===== config.mk =====
export PLATFORM = sky130hd
export DESIGN_NAME = mul_share_arbiter
export DESIGN_NICKNAME = d
export VERILOG_FILES = /design/src/rtl/mul_share_arbiter.sv
export SDC_FILE = /design/constraint.sdc
export NUM_CORES = 1
export LEC_CHECK = 0
export ABC_AREA = 0
export CAP_MARGIN = 40
export CORE_AREA = 4 4 214 216
export CTS_BUF_LIST = sky130_fd_sc_hd__clkbuf_16
export DETAILED_ROUTE_END_ITERATION = 16
export DIE_AREA = 0 0 218 220
export PLACE_DENSITY = 0.5
export SYNTH_ARGS = -nofsm -noshare
export SYNTH_HDL_FRONTEND = slang
export SYNTH_SLANG_ARGS = --single-unit

===== constraint.sdc =====
create_clock -name clk -period 3.6 [get_ports clk]
set_input_delay 0.54 -clock clk [delete_from_list [all_inputs] [get_ports clk]]
set_output_delay 0.54 -clock clk [all_outputs]
set_load 0.005 [all_outputs]

===== src/rtl/mul_share_arbiter.sv =====
// Round-robin sharing of one pipelined 32x32 low-word multiplier cell among NUM_REQ requesters.
// Define MUL_ARB_PERF_EN to build the issue/stall performance counters; otherwise they read 0.
module mul_share_arbiter #(
  parameter int NUM_REQ     = 4,
  parameter int MUL_LATENCY = 1
) (
  input  logic                  clk,
  input  logic                  reset,
  input  logic [NUM_REQ-1:0]    req_valid,
  output logic [NUM_REQ-1:0]    req_ready,
  input  logic [NUM_REQ*32-1:0] req_src1,
  input  logic [NUM_REQ*32-1:0] req_src2,
  output logic [NUM_REQ-1:0]    rsp_valid,
  input  logic [NUM_REQ-1:0]    rsp_ready,
  output logic [NUM_REQ*32-1:0] rsp_result,
  output logic [31:0]           mul_src1,
  output logic [31:0]           mul_src2,
  input  logic [31:0]           mul_result,
  output logic                  busy,
  output logic [31:0]           perf_issue_cnt,
  output logic [31:0]           perf_stall_cnt
);

  localparam int IDW   = $clog2(NUM_REQ);
  localparam int DEPTH = MUL_LATENCY + 1;

  logic [IDW-1:0]     ptr_reg;
  logic [IDW-1:0]     ptr_next;
  logic [DEPTH-1:0]   fl_valid_reg;
  logic [IDW-1:0]     fl_id_reg [DEPTH];
  logic [31:0]        mul_src1_reg;
  logic [31:0]        mul_src2_reg;

  logic [NUM_REQ-1:0] eligible;
  logic [NUM_REQ-1:0] slot_valid;
  logic               grant_found;
  logic [IDW-1:0]     grant_id;
  logic               issue;
  logic [31:0]        src1_sel;
  logic [31:0]        src2_sel;
  logic               capture;
  logic [IDW-1:0]     capture_id;

  // The tail of the tracking pipe lines up with mul_result for the op it names.
  assign capture    = fl_valid_reg[DEPTH-1];
  assign capture_id = fl_id_reg[DEPTH-1];

  generate
    for (genvar gi = 0; gi < NUM_REQ; gi++) begin : g_req
      logic        hit;
      logic        slot_valid_reg;
      logic [31:0] slot_data_reg;

      always_comb begin
        hit = 1'b0;
        for (int d = 0; d < DEPTH; d++) begin
          if (fl_valid_reg[d] && (fl_id_reg[d] == IDW'(gi))) begin
            hit = 1'b1;
          end
        end
      end

      assign eligible[gi] = req_valid[gi] & ~slot_valid_reg & ~hit;

      // Capture and acceptance cannot coincide: one outstanding op per requester.
      always_ff @(posedge clk) begin
        if (reset) begin
          slot_valid_reg <= 1'b0;
          slot_data_reg  <= '0;
        end else if (capture && (capture_id == IDW'(gi))) begin
          slot_valid_reg <= 1'b1;
          slot_data_reg  <= mul_result;
        end else if (slot_valid_reg && rsp_ready[gi]) begin
          slot_valid_reg <= 1'b0;
        end
      end

      assign slot_valid[gi]            = slot_valid_reg;
      assign rsp_result[gi*32 +: 32]   = slot_data_reg;
    end
  endgenerate

  // Search upward from the pointer, wrapping at NUM_REQ (which need not be a power of two).
  always_comb begin
    logic [IDW:0] idx;
    grant_found = 1'b0;
    grant_id    = '0;
    idx         = '0;
    for (int k = 0; k < NUM_REQ; k++) begin
      idx = {1'b0, ptr_reg} + (IDW+1)'(k);
      if (idx >= (IDW+1)'(NUM_REQ)) begin
        idx = idx - (IDW+1)'(NUM_REQ);
      end
      if (!grant_found && eligible[idx[IDW-1:0]]) begin
        grant_found = 1'b1;
        grant_id    = idx[IDW-1:0];
      end
    end
    if (reset) begin
      grant_found = 1'b0;
    end
  end

  assign issue     = grant_found;
  assign req_ready = grant_found ? (NUM_REQ'(1) << grant_id) : '0;

  always_comb begin
    ptr_next = ptr_reg;
    if (grant_found) begin
      ptr_next = (grant_id == IDW'(NUM_REQ - 1)) ? '0 : grant_id + 1'b1;
    end
  end

  always_comb begin
    src1_sel = '0;
    src2_sel = '0;
    for (int i = 0; i < NUM_REQ; i++) begin
      if (grant_id == IDW'(i)) begin
        src1_sel = req_src1[i*32 +: 32];
        src2_sel = req_src2[i*32 +: 32];
      end
    end
  end

  always_ff @(posedge clk) begin
    if (reset) begin
      ptr_reg      <= '0;
      mul_src1_reg <= '0;
      mul_src2_reg <= '0;
      fl_valid_reg <= '0;
      for (int d = 0; d < DEPTH; d++) begin
        fl_id_reg[d] <= '0;
      end
    end else begin
      ptr_reg <= ptr_next;
      if (issue) begin
        mul_src1_reg <= src1_sel;
        mul_src2_reg <= src2_sel;
      end
      fl_valid_reg <= {fl_valid_reg[DEPTH-2:0], issue};
      fl_id_reg[0] <= grant_id;
      for (int d = 1; d < DEPTH; d++) begin
        fl_id_reg[d] <= fl_id_reg[d-1];
      end
    end
  end

  assign mul_src1  = mul_src1_reg;
  assign mul_src2  = mul_src2_reg;
  assign rsp_valid = slot_valid;
  assign busy      = (|fl_valid_reg) | (|slot_valid);

`ifdef MUL_ARB_PERF_EN
  logic [31:0] perf_issue_reg;
  logic [31:0] perf_stall_reg;
  logic        stall_cycle;

  // Contention (two or more eligible) or a pending request that could not be granted.
  assign stall_cycle = ((|req_valid) & ~grant_found) |
                       ((eligible & (eligible - NUM_REQ'(1))) != '0);

  always_ff @(posedge clk) begin
    if (reset) begin
      perf_issue_reg <= '0;
      perf_stall_reg <= '0;
    end else begin
      if (issue) begin
        perf_issue_reg <= perf_issue_reg + 32'd1;
      end
      if (stall_cycle) begin
        perf_stall_reg <= perf_stall_reg + 32'd1;
      end
    end
  end

  assign perf_issue_cnt = perf_issue_reg;
  assign perf_stall_cnt = perf_stall_reg;
`else
  assign perf_issue_cnt = '0;
  assign perf_stall_cnt = '0;
`endif

endmodule


==> impl_metrics.csv, run 1 <==
group,metric,value,unit
min_path,hold_path_depth,2,
floorplanning,die_width,218,um
clocking,cts_buffer_depth,3,
floorplanning,die_height,220,um
critical_path,cp-end-kind,"primary output",
global_routing,grt_pass1_wl,63.8,mm
final_layout,largest_reg_flops,128,
run,drv_cap,0,
yosys,syn_area,9950,sq um
sta,fin_setup_tns,0,ns
yosys,synth_edf_count,0,
global_routing,met3_usage,4.56,%
route,dr.first_iter.drc_count,650,
route,drtAntennaViolNets,0,
sta,hold_viol_final,0,
outcome,outcome,"completed",
yosys,async_flop_share,0,%
clocking,cts_tree,"done",
placement,port_buffers,498,
critical_path,worstSetupStartpointType,"flop",
final_layout,areaGrowthSynthToFinish,62.3,%
route,drt_first_pass_iters,7,
sta,hold_ws,0.437,ns
yosys,syn_inst,1216,
global_routing,top_usage_layer,"met2",
sta,slew_violations,0,
sta,period_share,89.6,%
route,wl,43.9,mm
clocking,clock_sinks,204,
floorplanning,num_rows,77,
critical_path,critPathMaxFanout,9,
clocking,cts-hold-fix-buffers,0,
floorplanning,die-area,48000,sq um
yosys,synth_warnings,0,
critical_path,worstPathArrival,2.69,ns
route,wl_per_cell,19.3,um
sta,max_clock_freq,310,MHz
global_routing,antenna_found_initial,3,
sta,max_slew.worst_pin.slew,0.791,ns
final_layout,num-nets-final,1965,
clocking,clkLatencyLatePin,0.54,ns
sta,setup_viol,0,
yosys,ys_seq_area_share,41.1,%
critical_path,path_class,"reg -> out",
power,powerDensity,574,nW/um^2
clocking,htree_levels,1,
sta,finalCriticalPeriod,3.23,ns
clocking,cts_made_buffers,26,
sta,rsz0062_at_grt,"false",
yosys,netlist_top_cells_area,"dfxtp_1, nand2_1, a21oi_1",
placement,gp_congestion,0.812,
clocking,clk_pin_slew,0.06,ns
critical_path,regToRegSetupSlack,0.44,ns
critical_path,regToRegEndpoint,"mul_src2[0]$_SDFFE_PP0N_",
yosys,synth_top_area_share,41.1,%
route,drc,0,
global_routing,grt_pass1_vias,10100,
route,via_per_inst,4.52,
min_path,hp-start,"reset",
floorplanning,core,43900,sq um
clocking,cts-root-buf,"clkbuf_16",
yosys,avgSynthCellArea,8.18,sq um
yosys,synth_top_area_cell,"dfxtp_1",
final_layout,nFillCells,4606,
global_routing,grt_max_degree,129,
yosys,synth_cell_types,40,
floorplanning,start_util,22.6,%
yosys,yosys_register_bits,204,
placement,hpwlAfterDp,32.5,mm
yosys,synth_flop_cell,"dfxtp_1",
global_routing,grt.total_usage,17.1,%
sta,relSlewSlack,47.3,%
global_routing,overflow,0,
sta,skew,0.0170,ns
final_layout,drive_above_1_share,11.1,%
floorplanning,io_pins,563,
route,vias,10300,
critical_path,worstRegToRegCells,12,
final_layout,final_common_cell,"clkdlybuf4s50_1",
critical_path,critPathRequiredTime,3.06,ns
global_routing,grtUsageMet1,20.6,%
min_path,holdPathEnd,"g_req[3].slot_data_reg[4]$_SDFFE_PP0P_",
power,leakagePower,5.65,nW
power,irDropWorstVdd,0.293,mV
global_routing,grtUsageMet2,30.5,%
min_path,min_path_type,"in -> reg",
final_layout,mostFrequentLayoutCells,"clkdlybuf4s50_1, nand2_1, dfxtp_1, a21oi_1, nor3_1",
critical_path,rr_startpoint,"fl_valid_reg[1]$_SDFF_PP0_",
[synth_stat cells, types with 2 or more instances]
| library cell | instances |
|---|---|
| a221oi_1 | 64 |
| nor2_2 | 20 |
| buf_6 | 10 |
| nor4_1 | 2 |
| nand3_1 | 2 |
| a211oi_2 | 29 |
| nand3b_1 | 3 |
| a21oi_1 | 135 |
| and2_1 | 5 |
| buf_2 | 4 |
| nand2b_1 | 5 |
| nor3_1 | 78 |
| buf_4 | 69 |
| nor2b_1 | 67 |
| ha_1 | 4 |
| and4b_1 | 2 |
| and3b_1 | 2 |
| clkbuf_1 | 92 |
| o22ai_1 | 3 |
| a211oi_1 | 37 |
| nor2_1 | 48 |
| nor3_2 | 50 |
| dfxtp_1 | 204 |
| inv_1 | 4 |
| nand2_1 | 261 |
| buf_1 | 2 |
[stage by stage]
stage	area [sq um]	total power (W)	worst slack (ns)	cells	utilization, %
2_1_floorplan	10200	0.00508	0.370	1279	-
3_3_place_gp	15200	0.00686	0.0845	2221	34.6
3_5_place_dp	15300	0.00690	0.102	2225	34.9
4_1_cts	16100	0.00942	0.00217	2273	36.7
5_1_grt	16100	0.00986	0.222	2277	36.8
6_report	16100	0.00926	0.373	2277	36.8
[layout make-up]
cell class	instances	area [sq um]	area share, %
repair buffers	533	5380	33.3
multi-input cells	894	5130	31.8
flip-flops and latches	204	4090	25.3
well taps	592	741	4.59
clock buffers	26	651	4.03
clock inverters	21	136	0.845
inverters	4	15.0	0.0930
diodes	3	7.51	0.0465
[routing by layer]
layer | up-vias | routed length [um]
met5 | - | 0
met4 | 0 | 943
met3 | 50 | 3160
met2 | 391 | 22200
met1 | 4877 | 17600
li1 | 4981 | -
[what timing repair did]
item	4_1_cts	5_1_grt
buffers inserted	1	1
endpoints found under the setup margin	4	4
resized for setup	2	5
pin swaps	1	2
[cells by family (layout without fill, tap and decap cells)]
kind of cell / count (synthesis) / in the layout / synth area share, %
buffers and inverters: 181 / 584 / 10.2
adders and majority gates: 4 / 4 / 0.503
and+or+nand+nor: 555 / 555 / 28.8
other: 1 / 67 / 0.0377
DFF: 204 / 204 / 41.1
AOI/OAI and AO/OA: 271 / 271 / 19.3
[report_power, final]
part           switching [W]  internal [W]  total, W
Combinational        0.00199       0.00201   0.00400
Clock                0.00105       0.00138   0.00243
Sequential          0.000223       0.00261   0.00283
Total                0.00326       0.00600   0.00926
[worst max path at each step]
stage	from	cells past startpoint	end	slack, ns
detailed placement	req_valid[0]	14	mul_src1[3]$_SDFFE_PP0N_	0.10
floorplan	fl_id_reg[0][3]$_SDFF_PP0_	10	req_ready[3]	0.37
CTS	fl_id_reg[0][1]$_SDFF_PP0_	9	req_ready[1]	0.002
global route	fl_valid_reg[1]$_SDFF_PP0_	10	req_ready[2]	0.22
finish	fl_valid_reg[1]$_SDFF_PP0_	10	req_ready[2]	0.37
global placement	req_valid[0]	13	mul_src2[10]$_SDFFE_PP0N_	0.08
[worst max-delay path: stages, from the launching register on]
cell and delay, ns:
dfxtp_2 0.37, and3b_1 0.23, nor4b_4 0.37, buf_4 0.19, a211oi_1 0.06, o22ai_1 0.16
buf_4 0.17, inv_1 0.10, ha_4 0.20, and2_1 0.13, dlymetal6s2s_1 0.17
(Power assumes the default switching activity.)
==> inputs of run 2 (changes only) <==
--- a/config.mk
+++ b/config.mk
@@ -7,11 +7,12 @@
 export LEC_CHECK = 0
 export ABC_AREA = 0
 export CAP_MARGIN = 40
-export CORE_AREA = 4 4 214 216
+export CORE_AREA = 2 2 218 220
 export CTS_BUF_LIST = sky130_fd_sc_hd__clkbuf_16
 export DETAILED_ROUTE_END_ITERATION = 16
-export DIE_AREA = 0 0 218 220
-export PLACE_DENSITY = 0.5
+export DIE_AREA = 0 0 220 222
+export GPL_ROUTABILITY_DRIVEN = 0
+export PLACE_DENSITY = 0.48
 export SYNTH_ARGS = -nofsm -noshare
 export SYNTH_HDL_FRONTEND = slang
 export SYNTH_SLANG_ARGS = --single-unit
==> run 2 against run 1 <==
Effect of this change:
- flip-flop and latch count unchanged
- first-iteration DRC count is 33% lower
- sequential share of layout area is 0.32 points lower
- sequential power about the same
- via count shrank 0.18%
- maximum frequency is 7.6% lower
- critical path type unchanged
==> impl_metrics.csv, run 2 (synthesis results as in run 1) <==
group,metric,value,unit
critical_path,critPathRequiredTime,3.06,ns
sta,setup_viol,0,
clocking,cts-hold-fix-buffers,0,
clocking,clkLatencyLatePin,0.55,ns
clocking,clk_pin_slew,0.06,ns
clocking,cts-root-buf,"clkbuf_16",
global_routing,grt_max_degree,113,
clocking,clock_sinks,204,
global_routing,grt_pass1_wl,63.3,mm
final_layout,stdcell_area,16400,sq um
route,wl_per_cell,18.9,um
final_layout,largest_reg_flops,128,
global_routing,grt.total_usage,17.0,%
floorplanning,core,46300,sq um
route,dr.first_iter.drc_count,433,
sta,finalCriticalPeriod,3.49,ns
floorplanning,num_rows,79,
critical_path,path_class,"reg -> out",
critical_path,path_common_cell,"buf_4",
route,drt_first_pass_iters,5,
critical_path,worstPathArrival,2.95,ns
power,leakagePower,5.69,nW
final_layout,fin_util,35.4,%
final_layout,areaGrowthSynthToFinish,64.5,%
critical_path,critPathMaxFanout,6,
global_routing,grt_pass1_vias,10200,
placement,port_buffers,498,
critical_path,path_buf_inv,3,
sta,relSlewSlack,47.0,%
floorplanning,die_width,220,um
sta,rsz0062_at_grt,"true",
sta,max_slew.worst_pin.slew,0.795,ns
placement,dp_cells,2249,
sta,slew_violations,0,
critical_path,cp_slowest_stage_delay,0.51,ns
sta,max_clock_freq,286,MHz
sta,hold_ws,0.451,ns
clocking,cts_tree,"done",
min_path,min_path_type,"reg -> reg",
critical_path,cp_slowest_cell,"clkdlybuf4s50_1",
outcome,outcome,"completed",
global_routing,overflow,0,
floorplanning,die_height,222,um
final_layout,nFillCells,4833,
global_routing,antenna_found_initial,2,
sta,hold_viol_final,0,
critical_path,cp_top_family,"buffers and inverters",
route,via_per_inst,4.47,
critical_path,regToRegSetupSlack,0.43,ns
critical_path,path_cells,"and3b_2 -> nor4b_4 -> buf_4 -> a211oi_1 -> o22ai_2 -> ha_2 -> buf_4 -> and2_1 -> clkdlybuf4s50_1",
sta,period_share,97.0,%
clocking,htree_levels,1,
power,p_total,0.00967,W
placement,placed_area,15400,sq um
power,irDropWorstVdd,0.347,mV
final_layout,final_common_cell,"clkdlybuf4s50_1",
final_layout,num-nets-final,1974,
clocking,cts_buffer_depth,3,
final_layout,fin_cells,2300,
critical_path,worstSetupStartpointType,"flop",
route,vias,10300,
critical_path,cp-end-kind,"primary output",
route,wl,43.5,mm
floorplanning,io_pins,563,
clocking,cts_made_buffers,26,
floorplanning,die-area,48800,sq um
power,powerDensity,591,nW/um^2
route,drc,0,
final_layout,mostFrequentLayoutCells,"clkdlybuf4s50_1, nand2_1, dfxtp_1, a21oi_1, nor3_1",
floorplanning,start_util,21.5,%
final_layout,drive_above_1_share,12.2,%
route,drtAntennaViolNets,0,
sta,skew,0.0150,ns
run,drv_cap,0,
placement,hpwlAfterDp,32.2,mm
[run 2: cell types whose count changed in the layout (fill, tap and decap cells not counted), moves of 2 or more]
cell / previous run / this run
clkdlybuf4s50_1: 493 / 496
buf_12: 4 / 7
buf_4: 27 / 34
ha_2: 0 / 2
diode_2: 3 / 1
inv_1: 12 / 6
dlymetal6s2s_1: 4 / 1
bufinv_16: 1 / 5
[run 2: metrics by stage]
step	setup WS, ns	setup TNS [ns]
after floorplan	0.370	0
final	0.107	0
after global placement	-0.0257	-0.0509
after CTS	0.0100	0
after detailed placement	-0.0714	-0.142
after global routing	-0.0297	-0.0297
[run 2: routing by layer]
layer | share of wire (%) | global-route usage [%] | vias up | routed length, um
met5 | 0 | 0 | - | 0
met4 | 3.6 | 6.02 | 0 | 1590
met3 | 7.6 | 4.32 | 71 | 3290
met2 | 49 | 30.0 | 412 | 21500
met1 | 39 | 19.5 | 4801 | 17200
li1 | - | - | 4996 | -
[run 2: area by class of cell]
class                      count  area [sq um]  area share [%]
antenna                        1          2.50          0.0153
clock inverter                22           255            1.56
multi-input combinational    894          5130            31.4
tap                          607           759            4.64
clock buffer                  26           651            3.98
inverter                       4          15.0          0.0918
timing repair buffer         542          5460            33.4
sequential                   204          4090            25.0
[run 2: timing repair]
action                                  in CTS  in global routing
endpoints found under the hold margin        0                  0
buffers inserted                             2                  0
resized for setup                            1                  6
pin swaps                                    1                  1
endpoints found under the setup margin       4                  4
[run 2: final timing paths]
check	depth (start not counted)	end	from
worst max-delay path	9	req_ready[0]	fl_id_reg[0][1]$_SDFF_PP0_
worst min-delay path	2	g_req[3].slot_data_reg[3]$_SDFFE_PP0P_	g_req[3].slot_data_reg[3]$_SDFFE_PP0P_
worst max register to register	13	mul_src2[5]$_SDFFE_PP0N_	fl_id_reg[0][1]$_SDFF_PP0_
worst min register to register	2	g_req[3].slot_data_reg[3]$_SDFFE_PP0P_	g_req[3].slot_data_reg[3]$_SDFFE_PP0P_
[run 2: worst min-delay path, cell delays in order (launching register included)]
cell and delay (ns):
dfxtp_1 0.31, nand2_1 0.05, a21oi_1 0.05
[run 2: report_power, final]
| group | internal, W | total [W] | leakage [nW] | switching, W |
|---|---|---|---|---|
| registers | 0.00261 | 0.00282 | 1.66 | 0.000216 |
| clock network | 0.00168 | 0.00278 | 0.446 | 0.00110 |
| logic | 0.00207 | 0.00407 | 3.58 | 0.00200 |
